### src/rtl/mem_access_unit.sv
// rtl/mem_access_unit.sv - byte/halfword/word load-store front end for a word-only data memory
// Defining MEM_MISALIGN_TRAP_EN rejects misaligned requests instead of aligning them down.
module mem_access_unit #(
  parameter int ADDR_W = 32
) (
  input  logic              clk,
  input  logic              rst,
  input  logic              req_valid,
  output logic              req_ready,
  input  logic              req_we,
  input  logic [1:0]        req_size,
  input  logic              req_unsigned,
  input  logic [ADDR_W-1:0] req_addr,
  input  logic [31:0]       req_wdata,
  output logic              resp_valid,
  output logic [31:0]       resp_rdata,
  output logic              resp_misalign,
  output logic              mem_wen,
  output logic              mem_ren,
  output logic [ADDR_W-1:0] mem_addr,
  output logic [31:0]       mem_wdata,
  input  logic [31:0]       mem_rdata
);

  typedef enum logic [2:0] {
    IDLE   = 3'd0,
    LOAD   = 3'd1,
    STORE  = 3'd2,
    RMW_RD = 3'd3,
    RMW_WR = 3'd4,
    RESP   = 3'd5
  } state_t;

  localparam logic [1:0] SZ_BYTE = 2'b00;
  localparam logic [1:0] SZ_HALF = 2'b01;
  localparam logic [1:0] SZ_WORD = 2'b10;

  state_t            state_q, state_d;
  logic [ADDR_W-1:0] addr_q, addr_d;
  logic [1:0]        size_q, size_d;
  logic              uns_q, uns_d;
  logic [15:0]       wdata_q, wdata_d;
  logic [31:0]       mem_wdata_q, mem_wdata_d;
  logic [31:0]       rdata_q, rdata_d;

  logic              req_is_byte;
  logic              req_is_half;
  logic [ADDR_W-1:0] req_addr_aligned;
  logic [7:0]        ld_byte;
  logic [15:0]       ld_half;
  logic [31:0]       ld_ext;
  logic [31:0]       merged;

  assign req_is_byte = (req_size == SZ_BYTE);
  assign req_is_half = (req_size == SZ_HALF);

  // Reserved size 11 is folded into word everywhere, including alignment.
  always_comb begin
    req_addr_aligned = req_addr;
    if (req_is_half) begin
      req_addr_aligned[0] = 1'b0;
    end else if (!req_is_byte) begin
      req_addr_aligned[1:0] = 2'b00;
    end
  end

`ifdef MEM_MISALIGN_TRAP_EN
  logic mis_q, mis_d;
  logic req_misalign;
  assign req_misalign = (req_is_half && req_addr[0]) ||
                        (!req_is_byte && !req_is_half && (req_addr[1:0] != 2'b00));
  assign resp_misalign = mis_q;
`else
  assign resp_misalign = 1'b0;
`endif

  // Lane extraction and sign/zero extension for loads.
  always_comb begin
    ld_byte = 8'h00;
    unique case (addr_q[1:0])
      2'd0: ld_byte = mem_rdata[7:0];
      2'd1: ld_byte = mem_rdata[15:8];
      2'd2: ld_byte = mem_rdata[23:16];
      2'd3: ld_byte = mem_rdata[31:24];
      default: ld_byte = 8'h00;
    endcase
    ld_half = addr_q[1] ? mem_rdata[31:16] : mem_rdata[15:0];
    ld_ext  = mem_rdata;
    if (size_q == SZ_BYTE) begin
      ld_ext = uns_q ? {24'h000000, ld_byte} : {{24{ld_byte[7]}}, ld_byte};
    end else if (size_q == SZ_HALF) begin
      ld_ext = uns_q ? {16'h0000, ld_half} : {{16{ld_half[15]}}, ld_half};
    end
  end

  // Read-modify-write merge of the new sub-word into the fetched word.
  always_comb begin
    merged = mem_rdata;
    if (size_q == SZ_BYTE) begin
      unique case (addr_q[1:0])
        2'd0: merged[7:0]   = wdata_q[7:0];
        2'd1: merged[15:8]  = wdata_q[7:0];
        2'd2: merged[23:16] = wdata_q[7:0];
        2'd3: merged[31:24] = wdata_q[7:0];
        default: merged = mem_rdata;
      endcase
    end else if (addr_q[1]) begin
      merged[31:16] = wdata_q;
    end else begin
      merged[15:0] = wdata_q;
    end
  end

  always_comb begin
    state_d     = state_q;
    addr_d      = addr_q;
    size_d      = size_q;
    uns_d       = uns_q;
    wdata_d     = wdata_q;
    mem_wdata_d = mem_wdata_q;
    rdata_d     = rdata_q;
`ifdef MEM_MISALIGN_TRAP_EN
    mis_d       = mis_q;
`endif
    req_ready   = 1'b0;

    unique case (state_q)
      IDLE: begin
        req_ready = 1'b1;
        if (req_valid) begin
          addr_d      = req_addr_aligned;
          size_d      = (req_is_byte || req_is_half) ? req_size : SZ_WORD;
          uns_d       = req_unsigned;
          wdata_d     = req_wdata[15:0];
          mem_wdata_d = req_wdata;
          if (!req_we) begin
            state_d = LOAD;
          end else if (!req_is_byte && !req_is_half) begin
            state_d = STORE;
          end else begin
            state_d = RMW_RD;
          end
`ifdef MEM_MISALIGN_TRAP_EN
          if (req_misalign) begin
            state_d = RESP;
            rdata_d = 32'h0;
            mis_d   = 1'b1;
          end
`endif
        end
      end
      LOAD: begin
        rdata_d = ld_ext;
`ifdef MEM_MISALIGN_TRAP_EN
        mis_d   = 1'b0;
`endif
        state_d = RESP;
      end
      STORE: begin
        rdata_d = 32'h0;
`ifdef MEM_MISALIGN_TRAP_EN
        mis_d   = 1'b0;
`endif
        state_d = RESP;
      end
      RMW_RD: begin
        mem_wdata_d = merged;
        state_d     = RMW_WR;
      end
      RMW_WR: begin
        rdata_d = 32'h0;
`ifdef MEM_MISALIGN_TRAP_EN
        mis_d   = 1'b0;
`endif
        state_d = RESP;
      end
      RESP: begin
        state_d = IDLE;
      end
      default: begin
        state_d = IDLE;
      end
    endcase
  end

  always_ff @(posedge clk) begin
    if (rst) begin
      state_q     <= IDLE;
      addr_q      <= '0;
      size_q      <= SZ_BYTE;
      uns_q       <= 1'b0;
      wdata_q     <= 16'h0;
      mem_wdata_q <= 32'h0;
      rdata_q     <= 32'h0;
`ifdef MEM_MISALIGN_TRAP_EN
      mis_q       <= 1'b0;
`endif
    end else begin
      state_q     <= state_d;
      addr_q      <= addr_d;
      size_q      <= size_d;
      uns_q       <= uns_d;
      wdata_q     <= wdata_d;
      mem_wdata_q <= mem_wdata_d;
      rdata_q     <= rdata_d;
`ifdef MEM_MISALIGN_TRAP_EN
      mis_q       <= mis_d;
`endif
    end
  end

  // The write strobe is cut by reset directly so an aborted store never lands.
  assign mem_wen    = ((state_q == STORE) || (state_q == RMW_WR)) && !rst;
  assign mem_ren    = (state_q == LOAD) || (state_q == RMW_RD);
  assign mem_addr   = {addr_q[ADDR_W-1:2], 2'b00};
  assign mem_wdata  = mem_wdata_q;
  assign resp_valid = (state_q == RESP);
  assign resp_rdata = rdata_q;

endmodule

### config.mk
export PLATFORM = sky130hd
export DESIGN_NAME = mem_access_unit
export DESIGN_NICKNAME = d
export VERILOG_FILES = /design/src/rtl/mem_access_unit.sv
export SDC_FILE = /design/constraint.sdc
export NUM_CORES = 1
export LEC_CHECK = 0
export ABC_AREA = 1
export BUFFER_PORTS_ARGS = -buffer_cell sky130_fd_sc_hd__buf_2
export CORE_MARGIN = 8
export CORE_UTILIZATION = 45
export DETAILED_ROUTE_END_ITERATION = 8
export GPL_ROUTABILITY_DRIVEN = 0
export PLACE_DENSITY = 0.7
export SYNTH_ARGS = -nofsm -noshare
export SYNTH_HDL_FRONTEND = slang
export SYNTH_SLANG_ARGS = --single-unit
### constraint.sdc
create_clock -name clk -period 1.6 [get_ports clk]
set_input_delay 0.16 -clock clk [delete_from_list [all_inputs] [get_ports clk]]
set_output_delay 0.16 -clock clk [all_outputs]
set_load 0.03 [all_outputs]
==> metrics.txt <==
Avg Inst Size Synth=between 6 and 7 sq um; main area contributors after synthesis=dfxtp_1 (36%), nand2_1 (17%), nand3_1 (8.9%), a21oi_1 (8.0%), buf_4 (5.0%); grt met3 use=0.0739; R2R setup slack=roughly 0.11 ns; Hold Fails Final Rpt=0; Die H=136 um; die area=around 19000 sq um; Post-synth top flop=dfxtp_1; placed instance area=7500 sq um; initial antenna violation count=0; CTS tree=built; final setup margin=about 0.09 ns; most common cell after layout, fill and taps aside=nand2_1; input/output buffers=200; drc violations=0; clk_lat worst skew=0.42 ns; CP Data Arrival Time=between 1 and 1.5 ns; RSZ-0062 raised after global routing=yes; VDD IR-drop max=about 1000 uV; Lkg Pwr=a little under 4 nW; Max Fclk=around 660 MHz; Routed WL=22700 um; post-synth top area cell=dfxtp_1; crit end category=primary output; DR pass1 iterations=5; Clock H-tree levels=4; largest net degree at the start of global routing=between 50 and 60; total track usage=0.240; RR Startpoint=state_q[1]$_SDFFE_PP0P_; Final min period=1.51 ns; reg-to-reg endpoint=mem_wdata[14]$_SDFFE_PP0P_; Area Growth Syn to Fin=32.8%; outcome=complete, no violations; fraction of layout cells with a size suffix above 1=0.255; total congestion overflow=0; Post-Synthesis Cells=about 1000; dpl ws=0.0567 ns; first-pass GRT wire length=~35000 um; Setup TNS Final=0 ns; fillers=about 1300; synth warn=0; post-synthesis sequential area ratio=0.362; Endpoint, Worst Hold=wdata_q[11]$_SDFFE_PP0P_; worst r2r path cells=9; # rows=44; Post-synth ARST share=0; Final Skew=roughly 0.0098 ns; vias per cell=around 5.3; GRT busiest layer=met2; post-synthesis cell type count=28; TritonCTS Sinks=between 100 and 150; Initial Util=0.454; wire per inst=about 16 um; Cell Area, Synth=approximately 6500 sq um; global routing usage on met2=0.382; Root Driver=clkbuf_16; CTS Buf Count=17; vias in the first global route=6943; FF+latch count, synth=118; Post-synth EDFFs=0; Synth top area share=0.362; Total Nets Final=between 1000 and 1500; hpwl dp=16000 um; max-slew violations=0; final instance area=between 8000 and 9000 sq um; clock transition at the registers of the reported paths=0.06 ns; power per cell area=~1400 nW/um^2; WS Path Type=reg2out; Worst Path Required=roughly 1.4 ns; worst-path fanout max=4; Max-cap violations=0; 1st-iter DRT viols=approximately 640; core area=around 14000 sq um; Antenna diodes=0; Final setup viols=0; met1 Resource Use GR=0.288; remaining antenna violation count=0; HP Class=in2reg; Hold Crit Depth=3; routed via count=approximately 7300; most frequent cells in the layout=nand2_1 (301), buf_2 (198), dfxtp_1 (117); hold wc startpoint=req_wdata[11]; fin crit share=0.943; Die Wd=about 140 um; Max clock buf depth=2; I/O pins=between 200 and 250; critical path launch point type=flop
repair_timing:
item | 4_1_cts | 5_1_grt
buffers inserted | 0 | 0
gates resized for setup | 2 | 12
endpoints found under the setup margin | 1 | 47
hold buffers | 46 | 0
cloned | 0 | 1
endpoints found under the hold margin | 46 | 0
through the flow:
stage	cells	power [mW]	util	hold slack, ns
after floorplan	1001	6.61	-	0.288
after global placement	1319	7.57	0.522	0.407
after detailed placement	1319	7.61	0.522	0.413
after CTS	1397	11.8	0.599	0.0000694
after global routing	1398	12.5	0.603	0.0199
final	1398	11.8	0.603	0.0178
state kept, by name, summed over array words and instances (netlist names):
name	cells
addr_q	32
mem_wdata	32
resp_rdata	32
wdata_q	16
state_q	3
size_q	2
uns_q	1
worst max path at each step:
stage | start | endpoint | slack (ns)
after global routing | state_q[0]$_SDFFE_PP0P_ | mem_wen | -0.01
after detailed placement | state_q[0]$_SDFFE_PP0P_ | mem_wdata[14]$_SDFFE_PP0P_ | 0.06
final | state_q[1]$_SDFFE_PP0P_ | mem_wen | 0.09
after CTS | addr_q[1]$_SDFFE_PP0P_ | mem_wdata[12]$_SDFFE_PP0P_ | 0.02
after global placement | state_q[0]$_SDFFE_PP0P_ | mem_wdata[11]$_SDFFE_PP0P_ | 0.12
after floorplan | state_q[1]$_SDFFE_PP0P_ | addr_q[0]$_SDFFE_PP0P_ | 0.21
cells by family after synthesis:
logic type,Yosys count,synth area share
other,1,0.000575
buffers and inverters,145,0.119
DFF,118,0.362
and+or+nand+nor,523,0.334
AOI/OAI and AO/OA,212,0.184
final cells by class:
| type | instances | area (sq um) | area share |
|---|---|---|---|
| Clock buffer | 18 | 439 | 0.0507 |
| Clock inverter | 14 | 196 | 0.0227 |
| Inverter | 40 | 158 | 0.0182 |
| Multi-Input combinational cell | 738 | 3400 | 0.393 |
| Sequential cell | 118 | 2360 | 0.273 |
| Tap cell | 184 | 230 | 0.0266 |
| Timing Repair Buffer | 286 | 1870 | 0.216 |
cells in the mapped netlist, types with 2 or more instances:
cell / n
a21oi_1: 104
a21oi_2: 21
buf_1: 3
buf_2: 25
buf_4: 43
buf_6: 5
clkbuf_1: 28
dfxtp_1: 118
inv_1: 33
inv_2: 6
nand2_1: 302
nand3_1: 116
nand4_1: 8
nor2_1: 86
nor2_2: 2
nor2_4: 2
nor3_1: 3
o211ai_1: 23
o21ai_0: 57
o21ai_1: 6
routing by layer:
metal	vias up	wire length, um	share of wire
li1	3656	-	-
met1	3341	8970	0.40
met2	307	10700	0.47
met3	43	2250	0.099
met4	0	739	0.033
met5	-	0	0
critical path, stage by stage (launching register included):
cell	delay [ns]
dfxtp_1	0.32
buf_4	0.15
a21oi_1	0.22
nor3_2	0.07
buf_4	0.18
where the power goes:
part / switching (mW) / total (mW) / internal (mW)
combinational: 2.74 / 4.12 / 1.38
clock: 1.44 / 4.10 / 2.66
sequential: 0.236 / 3.62 / 3.38
total: 4.41 / 11.8 / 7.43
Power figures use the tool's default switching activity.
